### config.mk
export PLATFORM = sky130hd
export DESIGN_NAME = hovalaag_frame_deserializer
export DESIGN_NICKNAME = d
export VERILOG_FILES = /design/src/rtl/hovalaag_pkg.sv /design/src/rtl/hovalaag_phase_checker.sv /design/src/rtl/hovalaag_frame_deserializer.sv
export SDC_FILE = /design/constraint.sdc
export NUM_CORES = 1
export LEC_CHECK = 0
export CORE_MARGIN = 4
export CORE_UTILIZATION = 40
export CTS_CLUSTER_DIAMETER = 40
export DETAILED_ROUTE_END_ITERATION = 7
export PLACE_DENSITY = 0.69
export RECOVER_POWER = 50
export SLEW_MARGIN = 15
export SYNTH_ARGS = -nofsm -noshare
export SYNTH_HDL_FRONTEND = slang
export SYNTH_HIERARCHICAL = 1
export SYNTH_SLANG_ARGS = --single-unit
export TNS_END_PERCENT = 1
### constraint.sdc
create_clock -name clk -period 4 [get_ports clk]
set_input_delay 0.4 -clock clk [delete_from_list [all_inputs] [get_ports clk]]
set_output_delay 0.4 -clock clk [all_outputs]
set_load 0.01 [all_outputs]
### src/rtl/hovalaag_pkg.sv
`default_nettype none
// +------------------------------------------------------------------------+
// | Module      : hovalaag_pkg                                             |
// | Description : Shared frame layout, field offsets and sync state type   |
// | Revision    : 1.0                                                      |
// +------------------------------------------------------------------------+
package hovalaag_pkg;

   localparam int PHASES  = 10;
   localparam int IN_W    = 6;
   localparam int FRAME_W = PHASES * IN_W;

   localparam int INSTR_LSB = 0;
   localparam int IN1_LSB   = 32;
   localparam int IN2_LSB   = 44;
   localparam int FLAG_LSB  = 56;

   typedef enum logic [0:0] {
      ST_HUNT = 1'b0,
      ST_LOCK = 1'b1
   } sync_state_e;

   // First member lands in the MSBs, so instr occupies frame bits [31:0].
   typedef struct packed {
      logic        run;
      logic        out_rd;
      logic        in2_wr;
      logic        in1_wr;
      logic [11:0] in2;
      logic [11:0] in1;
      logic [31:0] instr;
   } hv_frame_t;

endpackage
`default_nettype wire

### src/rtl/hovalaag_phase_checker.sv
`default_nettype none
// +------------------------------------------------------------------------+
// | Module      : hovalaag_phase_checker                                   |
// | Description : Tracks expected phase, lock state and sequence errors    |
// | Revision    : 1.0                                                      |
// +------------------------------------------------------------------------+
module hovalaag_phase_checker
   import hovalaag_pkg::*;
#(
   parameter int N_PHASES = 10,
   parameter int PW       = $clog2(N_PHASES)
) (
   input  logic                clk,
   input  logic                reset_n,
   input  logic [N_PHASES-1:0] addr,
   output logic                capture_en,
   output logic [PW-1:0]       cap_ph,
   output logic                frame_done,
   output logic                sync_err
);

   sync_state_e   state_q, state_d;
   logic [PW-1:0] exp_ph_q, exp_ph_d;
   logic          w_ph0, w_match, w_last;

   // A non-one-hot addr can never equal a shifted single bit, so it falls into the error path.
   assign w_ph0   = (addr == N_PHASES'(1));
   assign w_match = (addr == (N_PHASES'(1) << exp_ph_q));
   assign w_last  = (exp_ph_q == PW'(N_PHASES - 1));

   always_comb begin
      state_d    = state_q;
      exp_ph_d   = exp_ph_q;
      capture_en = 1'b0;
      cap_ph     = exp_ph_q;
      frame_done = 1'b0;
      sync_err   = 1'b0;
      case (state_q)
         ST_HUNT: begin
            if (w_ph0) begin
               state_d    = ST_LOCK;
               exp_ph_d   = PW'(1);
               capture_en = 1'b1;
               cap_ph     = '0;
            end
         end
         ST_LOCK: begin
            if (w_match) begin
               capture_en = 1'b1;
               frame_done = w_last;
               exp_ph_d   = w_last ? '0 : exp_ph_q + 1'b1;
            end else begin
               sync_err = 1'b1;
               if (w_ph0) begin
                  exp_ph_d   = PW'(1);
                  capture_en = 1'b1;
                  cap_ph     = '0;
               end else begin
                  state_d  = ST_HUNT;
                  exp_ph_d = '0;
               end
            end
         end
         default: begin
            state_d  = ST_HUNT;
            exp_ph_d = '0;
         end
      endcase
   end

   always_ff @(posedge clk) begin
      if (!reset_n) begin
         state_q  <= ST_HUNT;
         exp_ph_q <= '0;
      end else begin
         state_q  <= state_d;
         exp_ph_q <= exp_ph_d;
      end
   end

endmodule
`default_nettype wire

### src/rtl/hovalaag_frame_deserializer.sv
`default_nettype none
// +------------------------------------------------------------------------+
// | Module      : hovalaag_frame_deserializer                              |
// | Description : Assembles 10-phase pad data into Hovalaag core frames    |
// | Revision    : 1.0                                                      |
// +------------------------------------------------------------------------+
module hovalaag_frame_deserializer #(
   parameter int PHASES = 10,
   parameter int IN_W   = 6
) (
   input  logic              clk,
   input  logic              reset_n,
   input  logic [PHASES-1:0] addr,
   input  logic [IN_W-1:0]   in_data,
   output logic [31:0]       instr,
   output logic [11:0]       in1_data,
   output logic [11:0]       in2_data,
   output logic              in1_wr,
   output logic              in2_wr,
   output logic              out_rd,
   output logic              run,
   output logic              frame_valid,
   output logic              sync_err,
   output logic [7:0]        frames_ok
);
   import hovalaag_pkg::*;

   localparam int PW = $clog2(PHASES);

   logic                         w_capture_en, w_frame_done, w_sync_err;
   logic [PW-1:0]                w_cap_ph;
   logic [PHASES-1:0][IN_W-1:0]  frame_q, frame_d;
   hv_frame_t                    w_full, fields_q;
   logic                         valid_q, err_q;
   logic [7:0]                   ok_q;

   hovalaag_phase_checker #(
      .N_PHASES (PHASES),
      .PW       (PW)
   ) u_phase_checker (
      .clk        (clk),
      .reset_n    (reset_n),
      .addr       (addr),
      .capture_en (w_capture_en),
      .cap_ph     (w_cap_ph),
      .frame_done (w_frame_done),
      .sync_err   (w_sync_err)
   );

   always_comb begin
      frame_d = frame_q;
      if (w_capture_en) begin
         frame_d[w_cap_ph] = in_data;
      end
   end

   // Taken from the next-state view so the phase-9 slice is included, giving latency 1.
   assign w_full = hv_frame_t'(frame_d);

   always_ff @(posedge clk) begin
      if (!reset_n) begin
         frame_q  <= '0;
         fields_q <= '0;
         valid_q  <= 1'b0;
         err_q    <= 1'b0;
         ok_q     <= '0;
      end else begin
         frame_q <= frame_d;
         valid_q <= w_frame_done;
         err_q   <= w_sync_err;
         if (w_frame_done) begin
            fields_q <= w_full;
            ok_q     <= ok_q + 8'd1;
         end
      end
   end

   assign instr       = fields_q.instr;
   assign in1_data    = fields_q.in1;
   assign in2_data    = fields_q.in2;
   assign in1_wr      = fields_q.in1_wr;
   assign in2_wr      = fields_q.in2_wr;
   assign out_rd      = fields_q.out_rd;
   assign run         = fields_q.run;
   assign frame_valid = valid_q;
   assign sync_err    = err_q;
   assign frames_ok   = ok_q;

endmodule
`default_nettype wire

==> results of run 1 <==
-- worst max-delay path, stage by stage (launching register included) --
cell     delay [ns]
dfxtp_1        0.54
inv_1          0.22
nor2_1         0.18
ha_1           0.16
nor2b_1        0.21
xnor2_1        0.14
nand2_1        0.11
nor4b_4        0.41
nand2_2        0.22
a21oi_4        0.36
buf_4          0.30
and3b_1        0.32
nand2_1        0.12
a21oi_1        0.19
-- path summary, 6_finish.rpt --
kind,endpoint,slack [ns]
hold / removal,frame_q[12],0.47
setup / recovery,frame_q[14],0.43
hold reg to reg,frame_q[12],0.47
setup reg to reg,frame_q[14],0.43
-- final cells by class --
cell class                      count  area share, %
Clock buffer                       24           7.20
Timing Repair Buffer               96           13.5
Inverter                            8          0.449
Tap cell                          176           3.16
Clock inverter                      7           1.33
Sequential cell                   135           38.8
Multi-Input combinational cell    427           35.6
-- cells in the mapped netlist, drive strengths merged, types with 2 or more instances --
| library cell | count |
|---|---|
| dfxtp | 135 |
| o21ai | 128 |
| a21oi | 68 |
| a31oi | 62 |
| nand2 | 58 |
| clkbuf | 32 |
| buf | 21 |
| nor2 | 19 |
| and3b | 14 |
| nand4 | 14 |
| nor3b | 9 |
| inv | 8 |
| nand3 | 7 |
| nand2b | 4 |
| or3 | 4 |
| xnor2 | 4 |
| a32oi | 3 |
| ha | 3 |
| xor2 | 3 |
| and2 | 2 |
| mux2i | 2 |
| nand3b | 2 |
| nor2b | 2 |
| nor4 | 2 |
| nor4b | 2 |
| or4 | 2 |
-- registers in the layout, indices dropped and copies added, names as in the netlist, 4 cells and up --
name                      cells
frame_q                      60
instr                        32
in1_data                     12
in2_data                     12
frames_ok                     8
u_phase_checker/exp_ph_q      4
-- kinds of logic (layout without fill, tap and decap cells) --
group / count (synthesis) / after routing / share of synthesized area [%]
buffers and inverters: 62 / 135 / 6.49
xor gates and xnor gates: 7 / 7 / 1.11
muxes: 2 / 2 / 0.363
AOI/OAI and AO/OA: 269 / 269 / 27.0
adders and majority gates: 3 / 3 / 0.681
DFF: 135 / 135 / 49.0
and+or+nand+nor: 146 / 146 / 15.4
-- repair_timing --
item,4_1_cts,5_1_grt
resized for setup,0,7
endpoints found under the setup margin,0,80
hold buffers,0,0
-- per-stage QoR --
step                      power, mW  setup WS, ns  hold slack (ns)
after global placement         1.44         0.450            0.451
after CTS                      2.97         0.322            0.467
after floorplan                1.41          1.06            0.441
after detailed placement       1.44         0.361            0.457
after global routing           3.05        0.0149            0.480
final                          2.95         0.426            0.465
-- routing by layer --
metal  vias up  global-route usage [%]  part of all wire (%)
li1       2412                       -                     -
met5         -                       0                     0
met2       179                    30.3                    47
met1      2366                    24.2                    45
met3        29                    5.03                   6.3
met4         0                    7.33                   2.2
-- report_power, final --
group          internal (mW)  switching, mW
Clock                  0.994          0.549
Combinational         0.0233         0.0423
Sequential              1.35      0.0000263
Total                   2.36          0.591
==> impl_metrics.env, run 1 <==
export IMPL_status="completed"
export IMPL_final_core_util_pct=52.2
export IMPL_timing_rr_start="u_phase_checker/exp_ph_q[1]"
export IMPL_drt_iter0_drc=460
export IMPL_grt_pass1_vias=4784
export IMPL_hp_start="frame_q[12]"
export IMPL_diodes=0
export IMPL_synth_async_reset_ratio_pct=0
export IMPL_initial_utilization_pct=41.3
export IMPL_holdPathStages=2
export IMPL_mostFrequentLayoutCell="dfxtp_1"
export IMPL_drv_slew=0
export IMPL_post_route_min_period_ns=3.57
export IMPL_cp_arrival_ns=3.89
export IMPL_cts_sinks=135
export IMPL_routedWlPerCell_um=17.1
export IMPL_gr_total_overflow=0
export IMPL_clock_path_buffers=2
export IMPL_rsz0062_at_grt="false"
export IMPL_seq_area_frac_synth_pct=49.0
export IMPL_grt_max_degree=117
export IMPL_grt_pass1_wl_um=24300
export IMPL_cp_start_kind="register"
export IMPL_fin_setup_tns_ns=0
export IMPL_ys_ff_latch=135
export IMPL_num_io_pins=88
export IMPL_postCtsSetupBuffers=0
export IMPL_cts_inserted_buffers=17
export IMPL_core_um2=13300
export IMPL_final_area_um2=6970
export IMPL_num_vias=4986
export IMPL_critPathCaptureType="register"
export IMPL_hold_path_class="reg2reg"
export IMPL_multi_input_area_um2=2480
export IMPL_p_per_area_nw_per_um2=424
export IMPL_synth_cell_types=57
export IMPL_synthTopCellsByArea="dfxtp_1, o21ai_0, a31oi_1, a21oi_1, nand2_1"
export IMPL_antenna_found_initial=0
export IMPL_setup_viol=0
export IMPL_root_buffer="clkbuf_16"
export IMPL_peakVddDrop_mv=0.278
export IMPL_dp_cells=842
export IMPL_crit_start="u_phase_checker/exp_ph_q[1]"
export IMPL_tritoncts="built"
export IMPL_areaGrowthSynthToFinish_pct=26.4
export IMPL_netlist_area_um2=5510
export IMPL_fp_dieW_um=125
export IMPL_hpwlAfterDp_um=9850
export IMPL_postRouteAntennaNets=0
export IMPL_yosys_warnings=6
export IMPL_worstSetupPathType="reg2reg"
export IMPL_synth_main_ff_cell="dfxtp_1"
export IMPL_die_h_um=125
export IMPL_clk_pin_slew_ns=0.05
export IMPL_dieArea_um2=15700
export IMPL_drive_gt1_share_pct=8.90
export IMPL_layout_common_cells="dfxtp_1, o21ai_0, dlygate4sd3_1"
export IMPL_rows=42
export IMPL_cts_max_level=4
export IMPL_synth_edff_count=0
export IMPL_min_period_over_period_pct=89.4
export IMPL_worstSkewPairLatency_ns=0.42
export IMPL_fin_cells=873
export IMPL_reg2reg_depth=13
export IMPL_critical_path_max_fanout=23
export IMPL_yosysTopAreaCell="dfxtp_1"
export IMPL_io_buffers=87
export IMPL_vias_per_cell=5.71
export IMPL_hold_viol_final=0
export IMPL_totalWireLength_um=14900
export IMPL_post_dp_cell_area_um2=6370
export IMPL_regArea_um2=2700
export IMPL_fmax_ghz=0.280
export IMPL_cp_required_ns=4.31
export IMPL_fillers=1237
export IMPL_fin_worst_skew_ns=0.00603
export IMPL_synth_top_area_share_pct=49.0
export IMPL_max_slew_margin_pct=36.2
export IMPL_leakagePower_nw=2.60
export IMPL_fin_nets=706
export IMPL_syn_area_per_cell_um2=8.84
export IMPL_netlist_instances=624
export IMPL_drt_first_pass_iters=5
export IMPL_cap_violations=0
export IMPL_drc=0
export IMPL_place_congestion=0.842
export IMPL_track_usage_pct=18.8
export IMPL_worstMarginPinSlew_ns=0.956
export IMPL_synth_nets=645
No activity file was read; power rests on OpenSTA's default activity.
==> run 2, diff against run 1 <==
--- a/config.mk
+++ b/config.mk
@@ -5,6 +5,7 @@
 export SDC_FILE = /design/constraint.sdc
 export NUM_CORES = 1
 export LEC_CHECK = 0
+export CAP_MARGIN = 20
 export CORE_MARGIN = 4
 export CORE_UTILIZATION = 40
 export CTS_CLUSTER_DIAMETER = 40
==> impl_metrics.env, run 2 (synthesized netlist as in run 1, its figures left out) <==
export IMPL_grtUsageMet2_pct=30.1
export IMPL_path_buf_inv=2
export IMPL_areaGrowthSynthToFinish_pct=26.3
export IMPL_root_buffer="clkbuf_16"
export IMPL_hold_viol_final=0
export IMPL_clock_path_buffers=2
export IMPL_grt_pass1_vias=4844
export IMPL_largest_register_ffs=60
export IMPL_dieArea_um2=15700
export IMPL_die_h_um=125
export IMPL_critical_path_max_fanout=23
export IMPL_holdPathStages=2
export IMPL_routedWlPerCell_um=17.0
export IMPL_worstMarginPinSlew_ns=0.721
export IMPL_grt_pass1_wl_um=24400
export IMPL_top_register="frame_q"
export IMPL_cp_required_ns=4.35
export IMPL_clk_pin_slew_ns=0.06
export IMPL_status="completed"
export IMPL_post_route_min_period_ns=3.67
export IMPL_met3_usage_pct=4.95
export IMPL_worstSkewPairLatency_ns=0.42
export IMPL_num_io_pins=88
export IMPL_postRouteAntennaNets=0
export IMPL_cts_sinks=135
export IMPL_place_congestion=0.842
export IMPL_drt_first_pass_iters=5
export IMPL_grt_busiest_layer="met2"
export IMPL_track_usage_pct=19.0
export IMPL_drv_slew=0
export IMPL_cp_cell_sequence="inv_1 -> nor2_1 -> ha_1 -> nor2b_1 -> xnor2_1 -> nand2_1 -> nor4b_4 -> nand2_2 -> a21oi_2 -> clkbuf_2 -> and3b_1 -> nand2_1 -> a31oi_1"
export IMPL_grt_util_met1_pct=24.1
export IMPL_leakagePower_nw=2.61
export IMPL_antenna_found_initial=0
export IMPL_tritoncts="built"
export IMPL_worstSetupPathType="reg2reg"
export IMPL_hp_start="frame_q[12]"
export IMPL_diodes=0
export IMPL_cts_max_level=4
export IMPL_vias_per_cell=5.73
export IMPL_num_vias=5003
export IMPL_power_total_mw=2.99
export IMPL_cp_arrival_ns=4.02
export IMPL_hold_end="frame_q[12]"
export IMPL_initial_utilization_pct=41.3
export IMPL_reg2reg_depth=13
export IMPL_hpwlAfterDp_um=10000
export IMPL_cts_hold_buf=0
export IMPL_reg2reg_to="in1_data[6]"
export IMPL_fin_worst_skew_ns=0.00444
export IMPL_fmax_ghz=0.273
export IMPL_cap_violations=0
export IMPL_worst_r2r_setup_slack_ns=0.33
export IMPL_drt_iter0_drc=479
export IMPL_slowest_stage="dfxtp_1"
export IMPL_timing_rr_start="u_phase_checker/exp_ph_q[1]"
export IMPL_cp_start_kind="register"
export IMPL_gr_total_overflow=0
export IMPL_cp_common_cell="nand2_1"
export IMPL_min_period_over_period_pct=91.7
export IMPL_layout_common_cells="dfxtp_1, o21ai_0, dlygate4sd3_1"
export IMPL_drc=0
export IMPL_mostFrequentLayoutCell="dfxtp_1"
export IMPL_max_slew_margin_pct=51.8
export IMPL_grt_max_degree=117
export IMPL_cp_top_family="simple AND/OR/NAND/NOR gates"
export IMPL_core_um2=13300
export IMPL_fp_dieW_um=125
export IMPL_cts_inserted_buffers=17
export IMPL_totalWireLength_um=14800
export IMPL_hold_path_class="reg2reg"
export IMPL_p_per_area_nw_per_um2=429
export IMPL_fin_setup_tns_ns=0
export IMPL_cp_slowest_stage_delay_ns=0.54
export IMPL_postCtsSetupBuffers=0
export IMPL_critPathCaptureType="register"
export IMPL_fillers=1215
export IMPL_cts_resized=0
export IMPL_setup_viol=0
export IMPL_drive_gt1_share_pct=8.61
export IMPL_io_buffers=87
export IMPL_fin_nets=707
export IMPL_peakVddDrop_mv=0.282
export IMPL_rsz0062_at_grt="false"
export IMPL_rows=42
[run 2: cell types whose count changed in the layout (fill, tap and decap cells not counted), moves of 2 or more]
cell	before	now
a21oi_4	2	0
clkbuf_8	5	3
o21ai_0	110	108
o21ai_1	14	17
[run 2: power breakdown]
group / total (mW) / leakage (nW) / switching (mW) / internal, mW
logic: 0.0679 / 1.24 / 0.0428 / 0.0251
clock network: 1.57 / 0.291 / 0.558 / 1.02
registers: 1.35 / 1.09 / 0.0000272 / 1.35
[run 2: area by class of cell]
cell class	instances	area [µm²]	share of cell area (%)
clock buffer	21	470	6.76
sequential	135	2700	38.8
clock inverter	9	125	1.80
timing repair buffer	97	960	13.8
multi-input combinational	427	2450	35.2
tap	176	220	3.16
inverter	8	30.0	0.431
[run 2: metrics by stage]
stage,utilization [%],hold slack [ns],worst slack [ns],cell area [µm²],cells
floorplan,-,0.441,1.06,5510,624
global placement,47.7,0.451,0.450,6370,842
detailed placement,47.9,0.457,0.356,6390,843
CTS,52.3,0.466,0.342,6980,873
global route,52.2,0.485,0.0490,6960,873
finish,52.2,0.466,0.332,6960,873
[run 2: tightest hold or removal path, stage by stage (launching register included)]
cell and delay (ns):
dfxtp_1 0.31, o21ai_2 0.06, a21oi_1 0.05
[run 2: routing by layer]
metal / vias up / routed length, µm
met2: 182 / 6960
met4: 0 / 443
met1: 2370 / 6540
met5: - / 0
met3: 34 / 909
li1: 2417 / -
[run 2: how the worst max path moves through the flow]
stage,endpoint,depth (start not counted),startpoint
2_1_floorplan,in1_data[2],13,u_phase_checker/exp_ph_q[2]
3_3_place_gp,in2_data[0],12,u_phase_checker/exp_ph_q[1]
3_5_place_dp,frame_q[49],10,addr[6]
4_1_cts,frame_q[49],12,u_phase_checker/exp_ph_q[1]
5_1_grt,frame_q[14],13,u_phase_checker/exp_ph_q[1]
6_report,in1_data[6],13,u_phase_checker/exp_ph_q[1]
==> RTL edit, RTL diff (settings of run 2) <==
Register the outputs `in1_data` and `in2_data`; this adds one clock of latency there. The other outputs are not delayed to match.
--- a/src/rtl/hovalaag_frame_deserializer.sv
+++ b/src/rtl/hovalaag_frame_deserializer.sv
@@ -77,6 +77,8 @@
 
    assign instr       = fields_q.instr;
-   assign in1_data    = fields_q.in1;
-   assign in2_data    = fields_q.in2;
+   always_ff @(posedge clk) begin
+      in1_data <= fields_q.in1;
+      in2_data <= fields_q.in2;
+   end
    assign in1_wr      = fields_q.in1_wr;
    assign in2_wr      = fields_q.in2_wr;
Formal check against the unedited RTL: same outputs for any inputs over 10 cycles, from zero or initial values and one cycle with reset_n low; that may be too few to reach the edited logic, so the function may still have changed.
==> RTL edit against run 2 <==
  * Clock skew grew 0.0036 ns
  * Count of clock-buffer cells in the layout is the same
  * Non-clock buffer count grew 4
  * Sequential cell count grew 24
  * Setup slack lost 0.027 ns
  * Wire length grew 6.9%
  * Sequential share of layout area grew 3.2 points
  * Power grew 7.5%
  * Synthesized area grew 13%
  * Die area grew 12%
  * Cell area grew 8.9%
  * Largest cell class unchanged
  * Largest power group is now sequential cells
  * Highest routed layer unchanged
==> RTL edit: results (changes against run 2) <==
metric	value	unit	change
Total Wirelength	15.9	mm	+6.9%
Critical Path Fanout Max	33		+43%
xor and xnor area share after synthesis	0.00982		-0.00130
Synth Area in Compound Gates	0.249		-0.0212
initial drt markers	576		+20%
total power	3.21	mW	+7.5%
Non-CTS buffers	101		+4.1%
fraction of area in multi-input gates	0.334		-0.0180
vias in the first global route	4925		+1.7%
sequential share of the synthesized area	0.510		+0.0199
worst vdd rail ir drop	0.000301	V	+6.7%
CTS sink count	159		+18%
Placed Cells	905		+7.4%
Post-synth top cells	159 x dfxtp_1, 79 x o21ai_0, 67 x a21oi_1		
Syn Nets	700		+8.5%
post-DR wirelength/cell	16.9	um	-0.51%
dpl hpwl	10.2	mm	+2.3%
layout net count	735		+4.0%
Leak	2.85	nW	+8.9%
wire length of the first global-routing pass	25.2	mm	+3.5%
mux cell area share after synthesis	0.00321		-0.000423
Crit path largest cell delay	0.52	ns	-0.02 ns
RePlAce Congestion	0.821		-2.5%
status	complete, no violations		
Synth Area in Adders	0.00601		-0.000793
share of cells above drive strength 1	0.117		+0.0308
Mapped Cells	679		+8.8%
storage element area	3180	um^2	+18%
filler cell count	1433		+18%
dominant cells by area after synthesis	dfxtp_1 51%, o21ai_0 6.3%, a31oi_1 6.2%		
Final clock-cell share	0.0759		-0.00960
largest net degree at the start of global routing	77		-34%
Vias/cell	5.62		-2.0%
pre-CTS setup slack	0.278	ns	-0.0780 ns
total track usage	0.175		-0.0144
Seq. pwr	1.58	mW	+17%
relative slew slack	0.419		-0.0991
Crit path arrival time	4.03	ns	about the same
placed cell area	7000	um^2	+9.7%
[RTL edit: final timing paths]
kind	startpoint	to	slack, ns	depth (start not counted)
max	u_phase_checker/exp_ph_q[1]$_SDFFE_PN0P_	fields_q[50]$_SDFFE_PN0P_	0.30	14
min reg2reg	fields_q[50]$_SDFFE_PN0P_	in2_data[6]$_DFF_P_	0.35	0
max reg2reg	u_phase_checker/exp_ph_q[1]$_SDFFE_PN0P_	fields_q[50]$_SDFFE_PN0P_	0.30	14
min	fields_q[50]$_SDFFE_PN0P_	in2_data[6]$_DFF_P_	0.35	0
[RTL edit: metal layers]
metal	wire length (um)	part of all wire	GRT usage	vias up
li1	-	-	-	2508
met1	6880	0.43	0.234	2538
met2	7470	0.47	0.269	192
met3	1170	0.073	0.0471	29
met4	362	0.023	0.0716	0
met5	0	0	0	-
